--- src/rtl/au_dispatch_if.sv ---
// au_dispatch_if: sequencer control fields and AU handshake bundled for the AU dispatcher.
interface au_dispatch_if #(parameter int W = 16);
   logic         seq_ready;
   logic [4:0]   ctl_a;
   logic [4:0]   ctl_b;
   logic [1:0]   ctl_d;
   logic [1:0]   ctl_e;
   logic [W-1:0] data_in;
   logic         err_clr;
   logic         au_start;
   logic [1:0]   au_op;
   logic [W-1:0] au_opa;
   logic [W-1:0] au_opb;
   logic         au_done;
   logic [W-1:0] au_result;
   logic         continue_o;
   logic         busy;
   logic [W-1:0] result_o;
   logic         err_busy;
   logic         err_timeout;
   logic         err_src;
   modport slave (
      input  seq_ready, ctl_a, ctl_b, ctl_d, ctl_e, data_in, err_clr, au_done, au_result,
      output au_start, au_op, au_opa, au_opb, continue_o, busy, result_o,
             err_busy, err_timeout, err_src
   );
   modport master (
      output seq_ready, ctl_a, ctl_b, ctl_d, ctl_e, data_in, err_clr, au_done, au_result,
      input  au_start, au_op, au_opa, au_opb, continue_o, busy, result_o,
             err_busy, err_timeout, err_src
   );
endinterface

--- src/rtl/au_dispatch.sv ---
// au_dispatch: decodes sequencer ctl fields, owns the 8-entry operand bank and launches AU ops.
module au_dispatch #(
   parameter int W           = 16,
   parameter int TIMEOUT_CYC = 64
) (
   input logic         clk,
   input logic         rst,
   au_dispatch_if.slave bus
);
   localparam int CW = $clog2(TIMEOUT_CYC);
   typedef enum logic {IDLE, BUSY} state_t;
   state_t         state_q, state_d;
   logic           start_q, start_d;
   logic [1:0]     op_q, op_d;
   logic [W-1:0]   opa_q, opa_d;
   logic [W-1:0]   opb_q, opb_d;
   logic [W-1:0]   result_q, result_d;
   logic           cont_q, cont_d;
   logic [CW-1:0]  wd_q, wd_d;
   logic           err_busy_q, err_busy_d;
   logic           err_to_q, err_to_d;
   logic           err_src_q, err_src_d;
   logic [W-1:0]   db_q [8];
   logic           act, start_req, wr_req, set_busy, set_to;
   logic [2:0]     addr_a, addr_b;
   logic [W-1:0]   db_wdata;
   logic           unused_ctl_b;
   assign act          = !bus.seq_ready;
   assign addr_a       = bus.ctl_a[2:0];
   assign addr_b       = addr_a + {2'b00, bus.ctl_b[0]};
   assign start_req    = act & bus.ctl_e[1];
   assign wr_req       = act & bus.ctl_e[0];
   assign db_wdata     = bus.ctl_a[3] ? result_q : bus.data_in;
   assign unused_ctl_b = ^bus.ctl_b[4:1];
   always_comb begin
      state_d  = state_q;
      start_d  = 1'b0;
      op_d     = op_q;
      opa_d    = opa_q;
      opb_d    = opb_q;
      result_d = result_q;
      cont_d   = cont_q;
      wd_d     = wd_q;
      set_busy = 1'b0;
      set_to   = 1'b0;
      if (state_q == IDLE) begin
         if (start_req) begin
            state_d = BUSY;
            start_d = 1'b1;
            op_d    = bus.ctl_d;
            opa_d   = db_q[addr_a];
            opb_d   = db_q[addr_b];
            cont_d  = 1'b0;
            wd_d    = '0;
         end
      end else begin
         // a START arriving while busy is dropped even if the op completes this cycle
         set_busy = start_req;
         if (bus.au_done) begin
            result_d = bus.au_result;
            cont_d   = 1'b1;
            state_d  = IDLE;
         end else if (wd_q == CW'(TIMEOUT_CYC - 1)) begin
            set_to  = 1'b1;
            cont_d  = 1'b1;
            state_d = IDLE;
         end else begin
            wd_d = wd_q + CW'(1);
         end
      end
      err_busy_d = set_busy | (err_busy_q & !bus.err_clr);
      err_to_d   = set_to | (err_to_q & !bus.err_clr);
      err_src_d  = (wr_req & bus.ctl_a[4]) | (err_src_q & !bus.err_clr);
   end
   always_ff @(posedge clk) begin
      if (rst) begin
         state_q    <= IDLE;
         start_q    <= 1'b0;
         op_q       <= '0;
         opa_q      <= '0;
         opb_q      <= '0;
         result_q   <= '0;
         cont_q     <= 1'b1;
         wd_q       <= '0;
         err_busy_q <= 1'b0;
         err_to_q   <= 1'b0;
         err_src_q  <= 1'b0;
      end else begin
         state_q    <= state_d;
         start_q    <= start_d;
         op_q       <= op_d;
         opa_q      <= opa_d;
         opb_q      <= opb_d;
         result_q   <= result_d;
         cont_q     <= cont_d;
         wd_q       <= wd_d;
         err_busy_q <= err_busy_d;
         err_to_q   <= err_to_d;
         err_src_q  <= err_src_d;
      end
   end
   // the bank survives reset; operands were read above before this write lands
   always_ff @(posedge clk) begin
      if (wr_req && !bus.ctl_a[4]) db_q[addr_a] <= db_wdata;
   end
   assign bus.au_start    = start_q;
   assign bus.au_op       = op_q;
   assign bus.au_opa      = opa_q;
   assign bus.au_opb      = opb_q;
   assign bus.continue_o  = cont_q;
   assign bus.busy        = (state_q == BUSY);
   assign bus.result_o    = result_q;
   assign bus.err_busy    = err_busy_q;
   assign bus.err_timeout = err_to_q;
   assign bus.err_src     = err_src_q;
endmodule

--- src/flat_wrapper.sv ---
// flat-port wrapper written by rule: the top's interface ports become plain ports
module au_dispatch_flat 
#(
   parameter int W           = 16,
   parameter int TIMEOUT_CYC = 64
)
  (clk, rst, bus_seq_ready, bus_ctl_a, bus_ctl_b, bus_ctl_d, bus_ctl_e, bus_data_in, bus_err_clr, bus_au_done, bus_au_result, bus_au_start, bus_au_op, bus_au_opa, bus_au_opb, bus_continue_o, bus_busy, bus_result_o, bus_err_busy, bus_err_timeout, bus_err_src);
  au_dispatch_if #(.W(W)) bus_i ();
  input logic clk;
  input logic rst;
  input wire logic [$bits(bus_i.seq_ready)-1:0] bus_seq_ready;
  input wire logic [$bits(bus_i.ctl_a)-1:0] bus_ctl_a;
  input wire logic [$bits(bus_i.ctl_b)-1:0] bus_ctl_b;
  input wire logic [$bits(bus_i.ctl_d)-1:0] bus_ctl_d;
  input wire logic [$bits(bus_i.ctl_e)-1:0] bus_ctl_e;
  input wire logic [$bits(bus_i.data_in)-1:0] bus_data_in;
  input wire logic [$bits(bus_i.err_clr)-1:0] bus_err_clr;
  input wire logic [$bits(bus_i.au_done)-1:0] bus_au_done;
  input wire logic [$bits(bus_i.au_result)-1:0] bus_au_result;
  output wire logic [$bits(bus_i.au_start)-1:0] bus_au_start;
  output wire logic [$bits(bus_i.au_op)-1:0] bus_au_op;
  output wire logic [$bits(bus_i.au_opa)-1:0] bus_au_opa;
  output wire logic [$bits(bus_i.au_opb)-1:0] bus_au_opb;
  output wire logic [$bits(bus_i.continue_o)-1:0] bus_continue_o;
  output wire logic [$bits(bus_i.busy)-1:0] bus_busy;
  output wire logic [$bits(bus_i.result_o)-1:0] bus_result_o;
  output wire logic [$bits(bus_i.err_busy)-1:0] bus_err_busy;
  output wire logic [$bits(bus_i.err_timeout)-1:0] bus_err_timeout;
  output wire logic [$bits(bus_i.err_src)-1:0] bus_err_src;
  assign bus_i.seq_ready = bus_seq_ready;
  assign bus_i.ctl_a = bus_ctl_a;
  assign bus_i.ctl_b = bus_ctl_b;
  assign bus_i.ctl_d = bus_ctl_d;
  assign bus_i.ctl_e = bus_ctl_e;
  assign bus_i.data_in = bus_data_in;
  assign bus_i.err_clr = bus_err_clr;
  assign bus_i.au_done = bus_au_done;
  assign bus_i.au_result = bus_au_result;
  assign bus_au_start = bus_i.au_start;
  assign bus_au_op = bus_i.au_op;
  assign bus_au_opa = bus_i.au_opa;
  assign bus_au_opb = bus_i.au_opb;
  assign bus_continue_o = bus_i.continue_o;
  assign bus_busy = bus_i.busy;
  assign bus_result_o = bus_i.result_o;
  assign bus_err_busy = bus_i.err_busy;
  assign bus_err_timeout = bus_i.err_timeout;
  assign bus_err_src = bus_i.err_src;
  au_dispatch #(.W(W), .TIMEOUT_CYC(TIMEOUT_CYC)) u_core (.clk(clk), .rst(rst), .bus(bus_i));
endmodule
--- config.mk ---
export PLATFORM = sky130hd
export DESIGN_NAME = au_dispatch_flat
export DESIGN_NICKNAME = d
export VERILOG_FILES = /design/src/rtl/au_dispatch_if.sv /design/src/rtl/au_dispatch.sv /design/src/flat_wrapper.sv
export SDC_FILE = /design/constraint.sdc
export NUM_CORES = 1
export LEC_CHECK = 0
export CAP_MARGIN = 20
export CORE_UTILIZATION = 45
export CTS_CLUSTER_DIAMETER = 200
export DETAILED_ROUTE_END_ITERATION = 8
export HOLD_SLACK_MARGIN = 0.06
export PLACE_DENSITY_LB_ADDON = 0.08
export RECOVER_POWER = 25
export SLEW_MARGIN = 20
export SYNTH_ARGS = -nofsm -noshare
export SYNTH_HDL_FRONTEND = slang
export SYNTH_SLANG_ARGS = --single-unit
--- constraint.sdc ---
create_clock -name clk -period 5.2 [get_ports clk]
set_clock_uncertainty 0.1 [all_clocks]
set_input_delay 0.52 -clock clk [delete_from_list [all_inputs] [get_ports clk]]
set_output_delay 0.52 -clock clk [all_outputs]
set_load 0.01 [all_outputs]
==> impl_results.md, run 1 <==
* Mux contribution to synthesized area at 20.2%
* Starting DRC count in detailed routing at 291
* # hold bufs at CTS at 0
* Ant diodes at 0
* Critical-path top delay cell: nand2_1
* Worst rel slew slack at 27.0%
* Post-synthesis cell area at 8040 um^2
* Via Count at 4,871
* Synth Area in Adders at 0.467%
* FF+latch count, synth at 190
* P per Cell Area at 343 nW/um^2
* Grt ovf at 0
* Mapped Avg Cell Area at 15.1 um^2
* Root Buffer: clkbuf_16
* Post_cts resized at 0
* Tmin final at 2.92 ns
* Combinational family with the most area after synthesis: multiplexers
* Die area at 18,400 um^2
* DIE WIDTH at 136 um
* First-pass GRT wire length at 29,800 um
* Compound-cell area share of the yosys netlist at 4.90%
* Pin count of the biggest net entering global routing at 63
* TritonCTS clock tree: built
* Initial core utilization at 46.3%
* Tightest Hold Check Type: flip-flop to flip-flop
* Clock slew at reported path FFs at 0.07 ns
* Maximum vdd drop at 0.000241 V
* Final WL at 18,900 um
* Setup bufs post-CTS at 0
* Maximum clock insertion buffer count at 2
* Cell Rows at 48
* CTS Sinks at 190
* Synthesis-to-layout area growth at 23.4%
* HP Start: u_core.bus.err_busy
* Most common cell after layout, fill and taps aside: edfxtp_1
* Total Routing Usage GR at 22.4%
* Top Ports at 107
* Worst r2r dst: u_core.bus.au_opa[3]
* Tcrit/Tclk final at 56.2%
* Final Max Slew Viols at 0
* CP max FO at 16
* Fmax at 0.342 GHz
* DP HPWL at 12,100 um
* Avg WL per Cell at 21.9 um
* Status: finished clean
* Final Wtd Congestion at 0.725
* Synthesized net count at 585
* CTS H-tree depth at 4
* Worst slew pin tran at 1.09 ns
* Synth cell types at 33
* RSZ-0062 raised after global routing: false
* Worst hold stages at 2
* Routed vias/inst at 5.65
* Remaining routing DRC violations at 0
* Final Core Density at 57.2%
* Layout net count at 678
* Number of enable flip-flop cells after synthesis at 128
* Ys Warns at 0
* Die Span Y at 136 um
* Crit Path Category: input port to flip-flop
* Vias in the first global route at 5,220
* Crit path cell chain: dlygate4sd3_1, nor3b_4, nand2_1, o22ai_1, nor3_1
* Initial antenna violation count at 0
* Clock buffer count from CTS at 17
* CORE AREA at 17,400 um^2
* Reg2reg start: u_core.bus.busy
* Async SR Flop Fraction at 0%
* Drt first pass iters at 4
* Sequential element share of the synthesized area at 63.2%
* Crit path DAT at 3.10 ns
* Setup TNS at 0 ns
* Hold Violations, Final at 0
* Max Cap Viol at 0
* Share of layout cells above drive strength 1 at 20.6%
* Cells after synthesis at 531
* Final setup vio count at 0
* Critical Path RT at 5.38 ns
* Worst skew pair latency at 0.43 ns
* Post-Synth XOR/XNOR Area at 0.109%
* Synth Flop Type: edfxtp_1
* Antenna-violating nets left at 0
* Leak at 3.31 nW
* Worst Hold Path EP: u_core.bus.err_busy
* Slowest stage delay, CP at 0.73 ns
* R2r setup slk at 2.50 ns
* Synth Area in Simple Gates at 8.79%
* Most frequent cells in the layout: edfxtp_1 (128), mux4_2 (64), dfxtp_1 (62)
* Port-buffer cells at 102
* CP Capture Type: flip-flop
* Worst reg2reg path depth at 4
* Critical path launch point type: input port
==> Yosys cell counts (2+ instances only) <==
| library cell | n | area, um^2 |
|---|---|---|
| dfxtp_1 | 62 | 1240 |
| o22ai_1 | 32 | 200 |
| buf_4 | 4 | 30.0 |
| a21oi_1 | 27 | 135 |
| mux4_2 | 64 | 1440 |
| buf_2 | 8 | 40.0 |
| nand3b_1 | 3 | 22.5 |
| buf_6 | 3 | 33.8 |
| nor2_1 | 43 | 161 |
| buf_1 | 5 | 18.8 |
| clkbuf_1 | 18 | 67.6 |
| and2_1 | 2 | 12.5 |
| a31oi_1 | 2 | 12.5 |
| o21ai_0 | 3 | 15.0 |
| nand2_1 | 43 | 161 |
| nor2b_1 | 2 | 12.5 |
| ha_1 | 3 | 37.5 |
| o211ai_1 | 2 | 15.0 |
| mux2_2 | 16 | 180 |
| nor3_1 | 35 | 175 |
| nand3_1 | 10 | 50.1 |
| nand2b_1 | 6 | 37.5 |
| edfxtp_1 | 128 | 3840 |
==> critical path: cells and delay by family <==
family                 cells  cell delay, ns
buffers and inverters      1            0.61
AO/OA/AOI/OAI              1            0.51
AND/OR/NAND/NOR            3            1.45
==> state kept, by name, summed over array words and instances, names as in the netlist, 2 cells and up <==
signal / count
u_core.bus.au_op: 2
u_core.wd_q: 6
u_core.db_q: 128
u_core.bus.result_o: 16
u_core.bus.au_opb: 16
u_core.bus.au_opa: 16
==> worst max-delay path by stage <==
| stage | start | slack, ns | endpoint | cells after the start |
|---|---|---|---|---|
| finish | bus_seq_ready | 2.28 | u_core.bus.au_opa[3] | 5 |
| detailed placement | bus_ctl_a[0] | 1.86 | u_core.bus.au_opb[0] | 6 |
| global route | bus_seq_ready | 2.07 | u_core.bus.au_opa[3] | 5 |
| floorplan | bus_seq_ready | 2.53 | u_core.db_q[0][0] | 3 |
| CTS | bus_ctl_a[0] | 2.32 | u_core.bus.au_opb[0] | 6 |
| global placement | bus_ctl_a[0] | 1.90 | u_core.bus.au_opb[0] | 6 |
==> kinds of logic after synthesis <==
family	count (synthesis)
xor+xnor	1
simple gates	152
compound gates	67
mux	80
buf+inv	38
flops	190
fa+ha+maj	3
==> per-stage QoR <==
stage / area [um^2] / total power, mW / instances / setup slack [ns] / hold slack [ns]
6_report: 9920 / 3.41 / 862 / 2.28 / 0.368
5_1_grt: 9920 / 3.52 / 862 / 2.07 / 0.398
4_1_cts: 9910 / 3.45 / 861 / 2.32 / 0.374
3_5_place_dp: 9270 / 2.04 / 829 / 1.86 / 0.360
3_3_place_gp: 9250 / 2.03 / 829 / 1.90 / 0.345
2_1_floorplan: 8040 / 1.90 / 531 / 2.53 / 0.365
==> routing by layer <==
layer  GRT usage, %  vias up  wire (um)
met5              0        -          0
met4           7.99        0        236
met3           4.86       18       1110
met2           38.5      161       9660
met1           27.8     2427       7870
li1               -     2265          -
==> power breakdown <==
part	leakage, nW	internal, mW	total, mW	switching [mW]
sequential	1.67	1.65	1.66	0.0165
clock	0.314	0.854	1.41	0.561
combinational	1.33	0.166	0.329	0.163
==> cell type report <==
cell class / count / area [um^2]
fill: 1320 / 7430
sequential: 190 / 5080
multi-input combinational: 303 / 2820
timing repair buffer: 112 / 1090
clock buffer: 17 / 425
tap: 225 / 282
clock inverter: 15 / 216
(Power assumes the default switching activity.)
==> run 2, diff against run 1 <==
- clock period: 5.2 -> 2.4 ns (I/O delays scaled with it)
==> run 2 against run 1 <==
Net effect: the run now ends with max-capacitance violations, max-slew violations left; clock power up 88%; register-to-register slack lost 1.8 ns; via count is 2.8% higher; combinational power grew 130%; final area up 1.9%; non-clock buffer count increased by 16; sequential share of layout area fell by 0.93 points; sequential power increased by 120%; worst hold slack worse by 0.12 ns; clock-buffer cell count stayed put; flip-flop and latch count did not move; critical endpoint is now u_core.bus.au_opb[6]; highest routed layer unchanged.
==> impl_results.md, run 2 (synthesis gave the netlist of run 1 again) <==
* Die Span Y at 136 um (unchanged)
* First-pass GRT wire length at 29,200 um (-1.9%)
* Worst rel slew slack at -3.08% (-30 points)
* Tightest Hold Check Type: input port to flip-flop
* # fillers at 1,340 (+1.5%)
* Die area at 18,400 um^2 (unchanged)
* Place WS at -0.0282 ns (-1.89 ns)
* CP startpoint: bus_ctl_a[0]
* Setup ws final at 0.403 ns (-1.88 ns)
* Initial antenna violation count at 0 (unchanged)
* Starting DRC count in detailed routing at 461 (+58%)
* Critical-path top delay cell: mux4_2
* Crit Path Category: input port to flip-flop
* Crit path cell chain: clkdlybuf4s50_1, ha_2, buf_12, mux4_2, o22ai_1, nor3_1
* Crit path DAT at 2.16 ns (-0.94 ns)
* Initial core utilization at 46.3% (unchanged)
* Setup bufs post-CTS at 0 (unchanged)
* Maximum vdd drop at 0.000574 V (+140%)
* Total Routing Usage GR at 22.1% (-0.30 points)
* Design area at 10,100 um^2 (+1.9%)
* Worst skew pair latency at 0.44 ns (about the same)
* CTS Sinks at 190 (unchanged)
* P per Cell Area at 695 nW/um^2 (+100%)
* Hold Slack at 0.247 ns (-0.121 ns)
* Hold Violations, Final at 0 (unchanged)
* CP max FO at 11 (-5)
* CORE AREA at 17,400 um^2 (unchanged)
* Root Buffer: clkbuf_16
* Top Ports at 107 (unchanged)
* Critical Path RT at 2.56 ns (-2.82 ns)
* Status: finished, violations left
* Leak at 3.30 nW (-0.31%)
* Total power at 7.03 mW (+110%)
* Via Count at 5,006 (+2.8%)
* Max Cap Viol at 1 (+1)
* Cell Area, Placed at 9550 um^2 (+3.1%)
* TritonCTS clock tree: built
* Tcrit/Tclk final at 83.2%
* Avg WL per Cell at 21.7 um (-0.74%)
* Most flops, register: u_core.db_q
* Critical path launch point type: input port
* Slowest stage delay, CP at 0.50 ns (-0.23 ns)
* Tmin final at 2.00 ns
* Placed insts at 846 (+2.1%)
* CTS H-tree depth at 4 (unchanged)
* Port-buffer cells at 102 (unchanged)
* Final setup vio count at 0 (unchanged)
* Antenna-violating nets left at 0 (unchanged)
* DIE WIDTH at 136 um (unchanged)
* Maximum clock insertion buffer count at 2 (unchanged)
* DP HPWL at 12,200 um (+1.1%)
* Pin count of the biggest net entering global routing at 38 (-40%)
* Final Max Slew Viols at 29 (+29)
* HP Start: bus_au_result[10]
* Largest register FFs at 128 (unchanged)
* Ant diodes at 0 (unchanged)
* Grt ovf at 0 (unchanged)
* CP Capture Type: flip-flop
* Final WL at 19,100 um (+1.1%)
* Reg2reg start: u_core.bus.busy
* Most frequent cells in the layout: edfxtp_1 (128), clkdlybuf4s50_1 (99), mux4_2 (64)
* Post_cts resized at 0 (unchanged)
* RSZ-0062 raised after global routing: false
* Layout net count at 694 (+2.4%)
* Most common cell after layout, fill and taps aside: edfxtp_1
* Seq. cell area at 5080 um^2 (unchanged)
* Count of non-filler cells in the finished layout at 878 (+1.9%)
* # hold bufs at CTS at 0 (unchanged)
* Multi-input gate area at 2780 um^2 (-1.4%)
* Drt first pass iters at 5 (+1)
* Clock slew at reported path FFs at 0.07 ns (about the same)
* Cell Rows at 48 (unchanged)
* Clock buffer count from CTS at 17 (unchanged)
* Fmax at 0.501 GHz
* Routed vias/inst at 5.70 (+0.90%)
* Final Wtd Congestion at 0.737 (+1.7%)
* Worst slew pin tran at 1.55 ns (+0.454 ns)
* Vias in the first global route at 5,221 (+0.019%)
* Remaining routing DRC violations at 0 (unchanged)
* Share of layout cells above drive strength 1 at 20.4% (-0.20 points)
* Synthesis-to-layout area growth at 25.6%
* Failing checks: max-capacitance violations, max-slew violations
-- run 2: cell types whose count changed in the layout (fill, tap and decap cells not counted), moves of 5 or more --
| cell | before | now |
|---|---|---|
| mux2_1 | 5 | 12 |
| nor2_1 | 37 | 43 |
| dlygate4sd3_1 | 40 | 1 |
| buf_12 | 0 | 16 |
| clkdlybuf4s50_1 | 60 | 99 |
| clkinv_4 | 0 | 6 |
| mux2_2 | 11 | 4 |
| bufinv_16 | 5 | 0 |
-- run 2: metrics by stage --
stage,setup TNS (ns),util (%)
after floorplan,0,-
after global placement,-0.0139,55.0
after detailed placement,-0.150,55.0
after CTS,0,58.3
after global routing,0,58.2
final,0,58.2
-- run 2: worst paths after layout --
kind	slack (ns)	cells after the start	endpoint
worst max-delay path	0.40	6	u_core.bus.au_opb[6]
worst min-delay path	0.25	3	u_core.bus.result_o[10]
worst max register to register	0.67	5	u_core.bus.au_opb[6]
worst min register to register	0.36	2	u_core.bus.au_op[1]
-- run 2: where the power goes --
group	internal (mW)	switching, mW	total, mW	leakage, nW
clock	1.36	1.29	2.65	0.273
combinational	0.414	0.359	0.773	1.36
sequential	3.56	0.0374	3.60	1.67
total	5.34	1.69	7.03	3.30
-- run 2: layout make-up --
cell class	instances	share of cell area, %
Clock buffer	17	4.21
Sequential cell	190	50.3
Tap cell	225	2.79
Timing Repair Buffer	128	13.9
Clock inverter	15	1.31
Multi-Input combinational cell	303	27.5
-- run 2: critical path, delay by kind of cell --
family / cells / cell delay, ns
adder cells (fa/ha/maj): 1 / 0.46
AND/OR/NAND/NOR: 1 / 0.08
buffers and inverters: 2 / 0.64
AO/OA/AOI/OAI: 1 / 0.23
multiplexers: 1 / 0.50
-- run 2: per-layer routing --
| metal | vias up | part of all wire [%] | track usage (%) |
|---|---|---|---|
| met3 | 29 | 4.9 | 4.23 |
| met1 | 2505 | 42 | 27.6 |
| met2 | 170 | 51 | 38.3 |
| met4 | 0 | 1.8 | 7.87 |
| met5 | - | 0 | 0 |
| li1 | 2302 | - | - |
